--- src/rtl/bytes_to_bridge.sv ---
// Byte-wide initiator onto a 32-bit word-only bus through a one-word write-combining/read buffer.
// Big-endian lanes (offset 0 = bits [31:24]); partial words are completed by read-modify-write.
module bytes_to_bridge #(
  parameter int CYCLES = 1
) (
  input  logic        clk,
  input  logic        reset_n,
  input  logic [31:0] bytes_addr,
  input  logic        bytes_wr,
  input  logic        bytes_rd,
  input  logic [7:0]  bytes_wr_data,
  output logic [7:0]  bytes_rd_data,
  output logic        bytes_rd_data_valid,
  output logic [31:0] word_addr,
  output logic        word_wr,
  output logic        word_rd,
  output logic [31:0] word_wr_data,
  input  logic [31:0] word_rd_data,
  input  logic        word_rd_data_valid,
  input  logic        flush,
  output logic        busy
);
  typedef enum logic [2:0] {IDLE, WB_RD, WB_RDWAIT, WB_WR, FILL_RD, FILL_WAIT, RESPOND} state_t;
  localparam int GW = $clog2(CYCLES + 1) + 1;
  localparam logic [GW-1:0] CYC = GW'(CYCLES);

  state_t        state_q, state_d;
  logic [29:0]   buf_addr_q, buf_addr_d;
  logic [31:0]   buf_data_q, buf_data_d;
  logic [3:0]    dirty_q, dirty_d;
  logic          filled_q, filled_d;
  logic          pend_rd_q, pend_rd_d;
  logic          pend_wr_q, pend_wr_d;
  logic          pend_flush_q, pend_flush_d;
  logic [31:0]   pend_addr_q, pend_addr_d;
  logic [7:0]    pend_data_q, pend_data_d;
  logic [7:0]    rd_data_q, rd_data_d;
  logic          rd_vld_q, rd_vld_d;
  logic [GW-1:0] gap_q, gap_d;
  logic          gap_ok;
  logic          pulse;

  function automatic logic [7:0] get_lane(input logic [31:0] w, input logic [1:0] l);
    return w[{~l, 3'b000} +: 8];
  endfunction

  function automatic logic [31:0] set_lane(input logic [31:0] w, input logic [1:0] l,
                                           input logic [7:0] b);
    logic [31:0] r;
    r = w;
    r[{~l, 3'b000} +: 8] = b;
    return r;
  endfunction

  function automatic logic [3:0] lane_bit(input logic [1:0] l);
    return 4'b0001 << l;
  endfunction

  // Memory data only fills lanes the initiator has not overwritten.
  function automatic logic [31:0] merge_mem(input logic [31:0] w, input logic [31:0] m,
                                            input logic [3:0] d);
    logic [31:0] r;
    logic [1:0]  li;
    r = w;
    for (int i = 0; i < 4; i++) begin
      li = 2'(i);
      if (!d[i]) r[{~li, 3'b000} +: 8] = m[{~li, 3'b000} +: 8];
    end
    return r;
  endfunction

  function automatic state_t wb_state(input logic [3:0] d, input logic f);
    return (d == 4'hf || f) ? WB_WR : WB_RD;
  endfunction

  assign gap_ok = (gap_q >= CYC);

  always_ff @(posedge clk or negedge reset_n) begin
    if (!reset_n) begin
      state_q      <= IDLE;
      buf_addr_q   <= '0;
      buf_data_q   <= '0;
      dirty_q      <= '0;
      filled_q     <= 1'b0;
      pend_rd_q    <= 1'b0;
      pend_wr_q    <= 1'b0;
      pend_flush_q <= 1'b0;
      pend_addr_q  <= '0;
      pend_data_q  <= '0;
      rd_data_q    <= '0;
      rd_vld_q     <= 1'b0;
      gap_q        <= CYC;
    end else begin
      state_q      <= state_d;
      buf_addr_q   <= buf_addr_d;
      buf_data_q   <= buf_data_d;
      dirty_q      <= dirty_d;
      filled_q     <= filled_d;
      pend_rd_q    <= pend_rd_d;
      pend_wr_q    <= pend_wr_d;
      pend_flush_q <= pend_flush_d;
      pend_addr_q  <= pend_addr_d;
      pend_data_q  <= pend_data_d;
      rd_data_q    <= rd_data_d;
      rd_vld_q     <= rd_vld_d;
      gap_q        <= gap_d;
    end
  end

  always_comb begin
    state_d      = state_q;
    buf_addr_d   = buf_addr_q;
    buf_data_d   = buf_data_q;
    dirty_d      = dirty_q;
    filled_d     = filled_q;
    pend_rd_d    = pend_rd_q;
    pend_wr_d    = pend_wr_q;
    pend_flush_d = pend_flush_q;
    pend_addr_d  = pend_addr_q;
    pend_data_d  = pend_data_q;
    rd_data_d    = rd_data_q;
    rd_vld_d     = 1'b0;
    case (state_q)
      IDLE: begin
        if (bytes_rd) begin
          if (filled_q && bytes_addr[31:2] == buf_addr_q) begin
            rd_data_d = get_lane(buf_data_q, bytes_addr[1:0]);
            rd_vld_d  = 1'b1;
            if (flush && dirty_q != 4'h0) state_d = wb_state(dirty_q, filled_q);
          end else begin
            pend_rd_d    = 1'b1;
            pend_addr_d  = bytes_addr;
            pend_flush_d = flush;
            state_d      = (dirty_q != 4'h0) ? wb_state(dirty_q, filled_q) : FILL_RD;
          end
        end else if (bytes_wr) begin
          if (bytes_addr[31:2] == buf_addr_q || dirty_q == 4'h0) begin
            buf_data_d = set_lane(buf_data_q, bytes_addr[1:0], bytes_wr_data);
            if (bytes_addr[31:2] == buf_addr_q) begin
              dirty_d = dirty_q | lane_bit(bytes_addr[1:0]);
            end else begin
              buf_addr_d = bytes_addr[31:2];
              dirty_d    = lane_bit(bytes_addr[1:0]);
              filled_d   = 1'b0;
            end
            if (dirty_d == 4'hf) state_d = WB_WR;
            else if (flush)      state_d = wb_state(dirty_d, filled_d);
          end else begin
            pend_wr_d    = 1'b1;
            pend_addr_d  = bytes_addr;
            pend_data_d  = bytes_wr_data;
            pend_flush_d = flush;
            state_d      = wb_state(dirty_q, filled_q);
          end
        end else if (flush && dirty_q != 4'h0) begin
          state_d = wb_state(dirty_q, filled_q);
        end
      end
      WB_RD:   if (gap_ok) state_d = WB_RDWAIT;
      WB_RDWAIT: begin
        if (word_rd_data_valid) begin
          buf_data_d = merge_mem(buf_data_q, word_rd_data, dirty_q);
          state_d    = WB_WR;
        end
      end
      WB_WR: begin
        if (gap_ok) begin
          dirty_d  = 4'h0;
          filled_d = 1'b1;
          if (pend_rd_q) begin
            if (pend_addr_q[31:2] == buf_addr_q) begin
              rd_data_d    = get_lane(buf_data_q, pend_addr_q[1:0]);
              rd_vld_d     = 1'b1;
              pend_rd_d    = 1'b0;
              pend_flush_d = 1'b0;
              state_d      = RESPOND;
            end else begin
              state_d = FILL_RD;
            end
          end else if (pend_wr_q) begin
            // Allocate the deferred write without a fill; a queued flush then writes it back.
            pend_wr_d    = 1'b0;
            pend_flush_d = 1'b0;
            buf_addr_d   = pend_addr_q[31:2];
            buf_data_d   = set_lane(buf_data_q, pend_addr_q[1:0], pend_data_q);
            dirty_d      = lane_bit(pend_addr_q[1:0]);
            filled_d     = (pend_addr_q[31:2] == buf_addr_q);
            state_d      = pend_flush_q ? wb_state(dirty_d, filled_d) : IDLE;
          end else begin
            pend_flush_d = 1'b0;
            state_d      = IDLE;
          end
        end
      end
      FILL_RD: if (gap_ok) state_d = FILL_WAIT;
      FILL_WAIT: begin
        if (word_rd_data_valid) begin
          buf_addr_d = pend_addr_q[31:2];
          buf_data_d = word_rd_data;
          filled_d   = 1'b1;
          rd_data_d  = get_lane(word_rd_data, pend_addr_q[1:0]);
          rd_vld_d   = 1'b1;
          pend_rd_d  = 1'b0;
          state_d    = RESPOND;
        end
      end
      RESPOND: begin
        pend_flush_d = 1'b0;
        state_d      = IDLE;
      end
      default: state_d = IDLE;
    endcase

    if (pulse)             gap_d = GW'(1);
    else if (gap_q < CYC)  gap_d = gap_q + GW'(1);
    else                   gap_d = gap_q;
  end

  always_comb begin
    word_rd             = gap_ok && (state_q == WB_RD || state_q == FILL_RD);
    word_wr             = gap_ok && (state_q == WB_WR);
    pulse               = word_rd | word_wr;
    word_addr           = 32'h0;
    word_wr_data        = 32'h0;
    busy                = (state_q != IDLE);
    bytes_rd_data       = rd_data_q;
    bytes_rd_data_valid = rd_vld_q;
    case (state_q)
      WB_RD, WB_RDWAIT:   word_addr = {buf_addr_q, 2'b00};
      WB_WR: begin
        word_addr    = {buf_addr_q, 2'b00};
        word_wr_data = buf_data_q;
      end
      FILL_RD, FILL_WAIT: word_addr = {pend_addr_q[31:2], 2'b00};
      default:            word_addr = 32'h0;
    endcase
  end
endmodule

--- config.mk ---
export PLATFORM = sky130hd
export DESIGN_NAME = bytes_to_bridge
export DESIGN_NICKNAME = d
export VERILOG_FILES = /design/src/rtl/bytes_to_bridge.sv
export SDC_FILE = /design/constraint.sdc
export NUM_CORES = 1
export LEC_CHECK = 0
export ABC_AREA = 1
export CORE_AREA = 4 4 165 167
export CTS_CLUSTER_DIAMETER = 120
export DETAILED_ROUTE_END_ITERATION = 10
export DIE_AREA = 0 0 169 171
export PLACE_DENSITY = 0.61
export SLEW_MARGIN = 20
export SYNTH_ARGS = -nofsm -noshare
export SYNTH_HDL_FRONTEND = slang
export SYNTH_SLANG_ARGS = --single-unit
--- constraint.sdc ---
create_clock -name clk -period 5.89 [get_ports clk]
set_clock_uncertainty 0.1 [all_clocks]
set_input_delay 0.589 -clock clk [delete_from_list [all_inputs] [get_ports clk]]
set_output_delay 0.589 -clock clk [all_outputs]
set_load 0.005 [all_outputs]
# Word level (Yosys, flattened, before mapping)

Cells that the tools add are included.

Equality and inequality tests: 39
Bitwise operators: 6
$lt $le $gt $ge: 2
Reductions and logical operators: 35
Multiplexer cells: 113
Add/sub/neg operators: 3
Shift operators: 9

Operators with widths:

| kind                                                  | count |
|---|---|
| 2-to-1 mux 32 bit                                     | 13 |
| 2-to-1 mux 30 bit                                     | 8 |
| case mux 32 bit (4 select lines)                      | 1 |
| variable part select 32 x 6 -> 8 bit                  | 3 |
| case mux 30 bit (3 select lines)                      | 1 |
| 2-to-1 mux 8 bit                                      | 10 |
| bitwise mux 32 bit                                    | 2 |
| case mux 32 bit (2 select lines)                      | 1 |
| variable shift 8 x 7 -> 32 bit (first input constant) | 2 |
| variable part select 8 x 7 -> 32 bit                  | 2 |
| equality test 30 bit                                  | 2 |
| != test 2 bit (second input constant)                 | 23 |
| 2-to-1 mux 4 bit                                      | 11 |
| 2-to-1 mux 3 bit                                      | 14 |
| AND reduction 10 bit                                  | 4 |
| 2-to-1 mux 1 bit                                      | 36 |
| case mux 8 bit (3 select lines)                       | 1 |
| AND reduction 6 bit                                   | 4 |
| case mux 3 bit (6 select lines)                       | 1 |
| 2-to-1 mux 2 bit                                      | 8 |
| negator 5 -> 7 bit                                    | 2 |
| equality test 4 bit (second input constant)           | 3 |
| != test 3 bit (second input constant)                 | 4 |
| case mux 1 bit (3 select lines)                       | 4 |
| other kinds (27)                                      | 47 |

Output and inout port bits: 76
Logic and storage cells: 223
Register bits: 124
Bits of input ports: 78

# Depth between registers and ports, before layout

Gate-level depths: netlist (run 1).

Depth in word-level cells: 16
Depth in mapped cells: 19
Gate-level depth less buffers: 19

# Least setup slack after synthesis (run 1)

Ideal clock, no wire load.

Path kind: register -> register
Start point: register pend_addr_q[0]
End point: register with a tool-made name
Data required time: 5.707 ns
Clock period less this slack: 2.496 ns
Stages on the path, launching flop included: 12
Arrival: 2.314 ns
Library setup time: 0.083 ns
Path buffers: 2
Slack: 3.394 ns
Cells stage by stage: dfrtp_1 > buf_2 > clkinv_1 > clkbuf_1 > ha_1 > nor3_1 > nand2_1 > nor3_1 > a21oi_1 > o211ai_1 > nand2_1 > o21ai_0

RTL lines:

| item                     | RTL line | text |
|---|---|---|
| start: declaration       | 35       | `logic [31:0] pend_addr_q, pend_addr_d;` |
| start signal: assignment | 102      | `pend_addr_q <= pend_addr_d;` |

# Worst setup path after layout (run 1)

Start point: register state_q[2]
End point: output word_addr[22]

Word-level cells in the longest chain between the ends: 3
Elaborated cells on any way between the ends: 8
Those cells by class: eq/ne: 5; mux: 1; reduce/logical: 2

RTL lines:

| item                                                                      | RTL line | text |
|---|---|---|
| start: declaration                                                        | 27       | `state_t state_q, state_d;` |
| start signal: assignment                                                  | 94       | `state_q <= state_d;` |
| equality test 3 x 1 -> 1 bit, or another cell as far along                | 228      | `case (state_q)` |
| OR reduction 3 bit (no line) / OR reduction 2 bit (equally long branches) | n/a      |  |
| case mux 32 bit (2 select lines) *                                        | 228      |  |
| end: declaration                                                          | 14       | `output logic [31:0] word_addr,` |

Mark *: on every way between the ends. The rest lies on a longest branch, timed or not.

==> results.py, run 1 <==
metrics = {
    "status": {
        "status": "complete, no violations",
    },
    "global_routing": {
        "grt_max_degree": 81,
        "gr-usage-met1_pct": 30.3,
        "grt_first_pass_wirelength_um": 50100,
        "antenna_found_initial": 1,
        "grt_pass1_vias": 9019,
        "busiest_layer": "met2",
        "grt_usage_pct": 21.6,
        "grt_overflow": 0,
        "grt_use_met2_pct": 34.0,
        "met3_usage_pct": 4.69,
    },
    "timing": {
        "report.final.hold_viol_count": 0,
        "fin_crit_sh_pct": 77.7,
        "fin_setup_tns_ns": 0,
        "whs_ns": 0.0993,
        "slew_headroom_pct": 31.5,
        "setup_viol_count_final": 0,
        "tightest_slew_ns": 1.03,
        "setup_slack_ns": 1.31,
        "maxSlewViolCount": 0,
        "fmax_mhz": 218,
        "rsz0062_at_grt": "false",
        "period_needed_ns": 4.58,
    },
    "floorplanning": {
        "rows": 59,
        "design.core.area_um2": 25800,
        "start_util_pct": 34.6,
        "die_w_um": 169,
        "die_h_um": 171,
        "die_area_um2": 28900,
        "ios": 154,
    },
    "critical_path": {
        "cp_data_arrival_time_ns": 3.89,
        "critPathLaunchType": "register",
        "path_cells": "inv_2 > nor2_2 > buf_4 > inv_2 > nand2_1 > clkinv_1 > o22ai_1 > clkdlybuf4s50_1",
        "slowest_stage": "clkinv_1",
        "slowest_delay_ns": 0.81,
        "crit-reg2reg-launch": "state_q[2]",
        "worstSetupPathType": "reg2out",
        "reg2reg_slack_ns": 1.92,
        "path_max_fanout": 33,
        "cp_common_cell": "inv_2",
        "end_kind": "output pin",
        "cp.required_ns": 5.20,
        "ff2ff_path_depth": 11,
    },
    "synthesis": {
        "synthDistinctLibCells": 44,
        "synthTopCellsByCount": "nand2_1 (336), inv_1 (158), o21ai_0 (152)",
        "synth.most_common_cell": "nand2_1",
        "synthesis.area_um2": 8920,
        "synth_area_leaders": "dfrtp_1 (35%), nand2_1 (14%), o21ai_0 (8.5%)",
        "synth-edff-count": 0,
        "yosysWarnings": 0,
        "synth_top_area_cell": "dfrtp_1",
        "synth.top_cell.area_share_pct": 34.5,
        "synth_top_flop_cell": "dfrtp_1",
        "ys_ff_latch": 124,
        "syn_area_per_cell_um2": 6.74,
        "netlist_instances": 1323,
        "synth-async-reset-ratio_pct": 100,
        "ys_seq_area_share_pct": 34.8,
    },
    "route": {
        "drt-total-wl_um": 31700,
        "drt_pre_antenna_iters": 6,
        "avgRoutedWirePerCell_um": 17.7,
        "postRouteAntennaNets": 0,
        "route.detailed.drc": 0,
        "vias_per_cell": 5.27,
        "vias": 9442,
        "drt_iter0_drc": 1131,
    },
    "placement": {
        "dp_slack_ns": 1.78,
        "place.gp.congestion": 0.943,
        "portBuffers": 151,
        "place_inst": 1759,
        "dp_hpwl_um": 22800,
    },
    "clock_tree": {
        "path_clk_slew_ns": 0.06,
        "hold_buffers": 0,
        "cts_num_sinks": 124,
        "clk_latency_ns": 0.44,
        "cts_buffers": 17,
        "htreeDepth": 4,
        "cts-root-buf": "clkbuf_16",
        "cts_repair_resize_count": 0,
        "cts_tree": "done",
        "clockBufferDepth": 2,
        "post-cts-setup-buffers": 0,
    },
    "power": {
        "p_per_area_nw_per_um2": 530,
        "peakVddDrop_v": 0.000227,
        "p_leak_nw": 4.96,
    },
    "final_layout": {
        "nets": 1536,
        "drive_above_1_share_pct": 6.45,
        "regArea_um2": 3100,
        "fin_cells": 1793,
        "multi_input_area_um2": 4830,
        "area_growth_syn_to_layout_pct": 26.4,
        "fillers": 2647,
    },
    "flow_run": {
        "drv_cap": 0,
    },
    "worst_hold_path": {
        "hp-class": "in2async",
    },
}
-- worst max path at each step --
stage	slack [ns]	depth (start not counted)	endpoint	start
detailed placement	1.78	8	word_addr[22]	state_q[2]
global placement	1.91	12	buf_addr_q[15]	state_q[2]
floorplan	3.39	11	register	pend_addr_q[0]
CTS	1.31	8	word_addr[22]	state_q[2]
finish	1.31	8	word_addr[22]	state_q[2]
global route	1.08	8	word_addr[10]	state_q[2]
-- cell families after synthesis --
kind of cell | Yosys count | synth area share (%)
buffers and inverters | 253 | 11.2
AND/OR/NAND/NOR | 542 | 25.7
other | 1 | 0.0420
adder cells (fa/ha/maj) | 14 | 1.96
XOR/XNOR | 29 | 2.85
AO/OA/AOI/OAI | 360 | 23.5
flip-flops | 124 | 34.8
-- placed cells by master (no fill, tap or decap), drive strengths merged --
| master | count |
|---|---|
| o32ai | 1 |
| o31ai | 3 |
| a211oi | 6 |
| ha | 14 |
| nand3 | 61 |
| a31oi | 8 |
| clkbuf | 17 |
| inv | 196 |
| nor4 | 2 |
| dfstp | 1 |
| o311ai | 2 |
| buf | 12 |
| nand4 | 14 |
| o2111ai | 15 |
| xor2 | 16 |
| clkdlybuf4s50 | 150 |
| o211ai | 42 |
| o221ai | 6 |
| xnor2 | 13 |
| o21ai | 197 |
| a22oi | 1 |
| clkinvlp | 1 |
| diode | 1 |
| clkinv | 9 |
| nor3 | 23 |
| nor2 | 102 |
| a21oi | 54 |
| a41oi | 1 |
| dfrtp | 123 |
| conb | 2 |
| bufinv | 1 |
| o22ai | 23 |
| nand2 | 340 |
| a32oi | 1 |
-- power by group --
part	internal [mW]	switching (mW)
sequential	1.22	0.385
clock	0.605	0.481
combinational	1.22	2.06
-- layer usage --
metal | routed length (um) | vias to the layer above
li1 | - | 4634
met1 | 14300 | 4397
met2 | 14400 | 369
met4 | 608 | 0
met5 | 0 | -
met3 | 2390 | 42
-- layout make-up --
class | count | area share (%)
multi-input cells | 947 | 42.9
flip-flops and latches | 124 | 27.5
repair buffers | 162 | 14.2
inverters | 192 | 6.39
clock buffers | 17 | 3.77
well taps | 335 | 3.72
clock inverters | 15 | 1.50
diodes | 1 | 0.0222
-- worst max-delay path: cells and delay by family, from the launching register on --
kind	cells	cell delay [ns]
DFF	1	0.58
and+or+nand+nor	2	0.59
buffers and inverters	5	1.91
AOI/OAI and AO/OA	1	0.37
-- through the flow --
step / utilization (%) / cell area [um2] / power [mW]
3_3_place_gp: 41.4 / 10700 / 4.81
5_1_grt: 43.8 / 11300 / 6.45
2_1_floorplan: - / 8920 / 3.66
3_5_place_dp: 41.4 / 10700 / 4.84
4_1_cts: 43.7 / 11300 / 5.95
6_report: 43.8 / 11300 / 5.98
No activity file was read; power rests on OpenSTA's default activity.
==> run 2, diff against run 1 <==
PLACE_DENSITY = 0.63   (was 0.61)
clock period = 3.7 ns   (was 5.89 ns; I/O delays follow)
==> run 2 against run 1 <==
Effect of this change:
- total power up 62%
- sequential share of layout area down 0.40 points
- cell count up 0.73%
- combinational power up 63%
- critical path type unchanged
- clock power up 71%
- die area unchanged
- sequential power up 55%
- via count up 1.3%
- first-iteration DRC count down 26%
- hold slack better by 0.30 ns
- final area up 1.5%
- flip-flop and latch count unchanged
==> results.py, run 2 (synthesis gave the netlist of run 1 again) <==
metrics = {
    "global_routing": {
        "grt_overflow": 0,
        "grt_usage_pct": 21.7,
        "grt_pass1_vias": 8971,
        "antenna_found_initial": 1,
        "grt_max_degree": 79,
        "grt_first_pass_wirelength_um": 49700,
    },
    "power": {
        "peakVddDrop_v": 0.000359,
        "power_mw": 9.70,
        "p_per_area_nw_per_um2": 848,
        "p_leak_nw": 5.05,
    },
    "final_layout": {
        "multi_input_area_um2": 4830,
        "drive_above_1_share_pct": 7.21,
        "nets": 1549,
        "regArea_um2": 3100,
        "fillers": 2660,
        "final_common_cell": "nand2_1",
        "area_growth_syn_to_layout_pct": 28.3,
        "layout_common_cells": "nand2_1 (335), inv_1 (158), o21ai_0 (152)",
    },
    "clock_tree": {
        "cts_repair_resize_count": 0,
        "cts_tree": "done",
        "htreeDepth": 4,
        "cts_buffers": 17,
        "hold_buffers": 1,
        "cts-root-buf": "clkbuf_16",
        "cts_num_sinks": 124,
        "post-cts-setup-buffers": 0,
        "clockBufferDepth": 2,
        "clk_latency_ns": 0.42,
        "path_clk_slew_ns": 0.07,
    },
    "floorplanning": {
        "die_area_um2": 28900,
        "ios": 154,
        "die_w_um": 169,
        "die_h_um": 171,
        "design.core.area_um2": 25800,
        "start_util_pct": 34.6,
        "rows": 59,
    },
    "timing": {
        "fin_crit_sh_pct": 90.7,
        "report.final.hold_viol_count": 0,
        "rsz0062_at_grt": "false",
        "fin_setup_tns_ns": 0,
        "maxSlewViolCount": 0,
        "slew_headroom_pct": 49.8,
        "period_needed_ns": 3.36,
        "setup_viol_count_final": 0,
        "fmax_mhz": 298,
        "tightest_slew_ns": 0.753,
    },
    "critical_path": {
        "cp_common_cell": "inv_2",
        "path_max_fanout": 11,
        "path_cells": "inv_2 > nor2_2 > inv_2 > nand2_1 > clkinv_1 > buf_4 > o22ai_1 > clkdlybuf4s50_1",
        "slowest_delay_ns": 0.59,
        "cp.required_ns": 3.23,
        "slowest_stage": "dfrtp_1",
        "end_kind": "output pin",
        "critPathLaunchType": "register",
        "worstSetupPathType": "reg2out",
        "cp_data_arrival_time_ns": 2.89,
    },
    "route": {
        "vias": 9562,
        "vias_per_cell": 5.29,
        "drt_pre_antenna_iters": 6,
        "drt_iter0_drc": 838,
        "postRouteAntennaNets": 0,
        "avgRoutedWirePerCell_um": 17.5,
        "route.detailed.drc": 0,
        "drt-total-wl_um": 31700,
    },
    "placement": {
        "portBuffers": 151,
        "dp_hpwl_um": 22900,
        "place.gp.congestion": 0.946,
    },
    "flow_run": {
        "drv_cap": 0,
    },
    "status": {
        "status": "complete, no violations",
    },
    "worst_hold_path": {
        "hp-class": "in2async",
    },
}
-- run 2: routing by layer --
layer,part of all wire [%],vias to the layer above,global-route usage (%)
met5,0,-,0
met4,2.3,0,6.55
met3,8.3,41,5.11
met2,45,407,33.2
met1,45,4459,30.6
li1,-,4655,-
-- run 2: critical path: cells and delay by family (launching register included) --
family          cells  cell delay, ns
buf+inv             5            1.37
simple gates        2            0.28
flops               1            0.59
compound gates      1            0.22
-- run 2: layout make-up --
class / count / share of cell area, %
multi-input cells: 947 / 42.2
well taps: 335 / 3.66
repair buffers: 175 / 15.1
flip-flops and latches: 124 / 27.1
clock inverters: 14 / 1.74
clock buffers: 18 / 3.84
diodes: 1 / 0.0219
inverters: 192 / 6.30
-- run 2: power breakdown --
group          switching (mW)  internal, mW  total (mW)
registers               0.551          1.95        2.50
logic                    3.35          2.00        5.35
clock network           0.748          1.11        1.86
-- run 2: final timing paths --
check / start / end / slack [ns] / cells after the start
max in group asynchronous: reset_n / gap_q[0] / 2.19 / 3
min in group clk: gap_q[1] / gap_q[1] / 0.40 / 2
worst max register to register: state_q[2] / buf_addr_q[24] / 0.77 / 12
worst max-delay path: state_q[2] / word_addr[18] / 0.34 / 8
worst min register to register: gap_q[1] / gap_q[1] / 0.40 / 2
worst min-delay path: reset_n / buf_addr_q[26] / 0.40 / 2
-- run 2: per-stage QoR --
step / hold slack [ns] / std cells / cell area, um2 / worst slack [ns] / util (%)
after floorplan: -0.0256 / 1324 / 8920 / 1.20 / -
after global placement: 0.343 / 1772 / 10800 / 0.669 / 41.9
after detailed placement: 0.343 / 1772 / 10800 / 0.593 / 41.9
after CTS: 0.401 / 1805 / 11400 / 0.277 / 44.4
after global routing: 0.451 / 1806 / 11400 / 0.121 / 44.4
final: 0.397 / 1806 / 11400 / 0.344 / 44.4
==> edit: new RTL, flow settings as in run 2 <==
Make the reset (`reset_n`) synchronous in one clocked block.
--- a/src/rtl/bytes_to_bridge.sv
+++ b/src/rtl/bytes_to_bridge.sv
@@ -75,7 +75,7 @@
 
   assign gap_ok = (gap_q >= CYC);
 
-  always_ff @(posedge clk or negedge reset_n) begin
+  always_ff @(posedge clk) begin
     if (!reset_n) begin
       state_q      <= IDLE;
       buf_addr_q   <= '0;
Function: differs if reset_n is asserted again (counterexample within 4 cycles, from zero or initial values and one cycle with reset_n low); with reset_n held inactive, the same outputs for 4 cycles.
==> edit against run 2 <==
  * Setup slack lost 0.028 ns
  * Power shrank 18%
  * Non-clock buffer count is the same
  * Routed wire length grew 3.0%
  * Final area shrank 5.5%
  * Synthesized area shrank 5.5%
  * Clock power shrank 5%
  * Sequential cell count is the same
  * Largest cell class unchanged
  * Largest power group unchanged
  * Highest routed layer unchanged
==> edit: results <==
[layout]
fin_nets = 1508
multi_input_area_mm2 = 0.00505
antenna_cells = 0
inv_count = 149
fin_cells = 1760
fillers = 2696
seq-cell-share = 0.230
buffer_area_frac = 0.157
drive_gt1_frac = 0.0625
clk_share = 0.0557

[place]
port_buffers = 151
gp_congestion = 0.922
dp_hpwl_um = 23000
dpl.cell_count = 1730

[logic_synthesis]
ys_seq_area_frac = 0.295
synthArstFlopShare = 0
synth_cell_types = 45
synthXorXnorAreaFrac = 0.0478
synth_top_family_by_area = compound AO/OA/AOI/OAI gates
muxShareOfSynthArea = 0.00119
synth_flop_cell = dfxtp_1
synthTopCellsByArea = dfxtp_1 29%, o21ai_0 10%, nand2_1 9.0%
synth_compound_area_frac = 0.309
syn_inst = 1296
netlist_top_cells_count = 202 x nand2_1, 174 x o21ai_0, 160 x nor2_1
synth_warnings = 0
yosys.area_share.adder = 0.0238

[worst_setup_path]
critPathSlowestCell = clkdlybuf4s50_1
critPathLaunch = state_q[2]$_SDFFE_PN0P_
regToRegSetupSlack_ns = 0.88
arrival_ns = 2.91
r2r_cells = 9
worstPathMaxFanout = 20
endpoint = word_addr[14]
max_stage_delay_ns = 0.56

[timing]
holdWs_ns = 0.377
tightest_slew_ns = 1.14

[power]
powerComb_w = 0.00383
clk-power_w = 0.00176
p_clk_frac = 0.222
leakage_nw = 4.15
swShare = 0.455
ir_drop_mv = 0.291

[drt]
dr.pass1.iters = 6
via_per_inst = 5.56
wire_per_inst_um = 18.5
first_iter_violations = 1017

[global_route]
track_usage = 0.219
grt_antenna_before_repair = 0
first_global_vias = 9176
grt_max_degree = 110
grt_pass1_wl_um = 50800

[worst_hold_path]
hold_path.startpoint = reset_n
holdCritPathClass = in -> reg

[outcome]
status = completed
## edit: cell types whose count changed in the layout (fill, tap and decap cells not counted), moves of 22 or more
cell      before  now
a31oi_1        8   42
nand3_1       60   27
inv_1        158  131
o21ai_0      152  174
dfrtp_1      123    0
dfxtp_1        0  124
o21ai_1       45    8
nand2_1      335  202
o211ai_1      42    7
nor2_1        96  158
a21oi_1       54  110
## edit: per-layer routing
| layer | up-vias | wire length [um] | GRT usage |
|---|---|---|---|
| li1 | 4675 | - | - |
| met1 | 4537 | 13600 | 0.287 |
| met2 | 499 | 15300 | 0.365 |
| met3 | 79 | 2600 | 0.0328 |
| met4 | 0 | 1110 | 0.0816 |
| met5 | - | 0 | 0 |
## edit: metrics by stage
stage	area, um^2	setup slack [ns]
2_1_floorplan	8430	1.36
3_3_place_gp	10200	0.661
3_5_place_dp	10200	0.562
4_1_cts	10800	0.340
5_1_grt	10800	0.161
6_report	10800	0.316
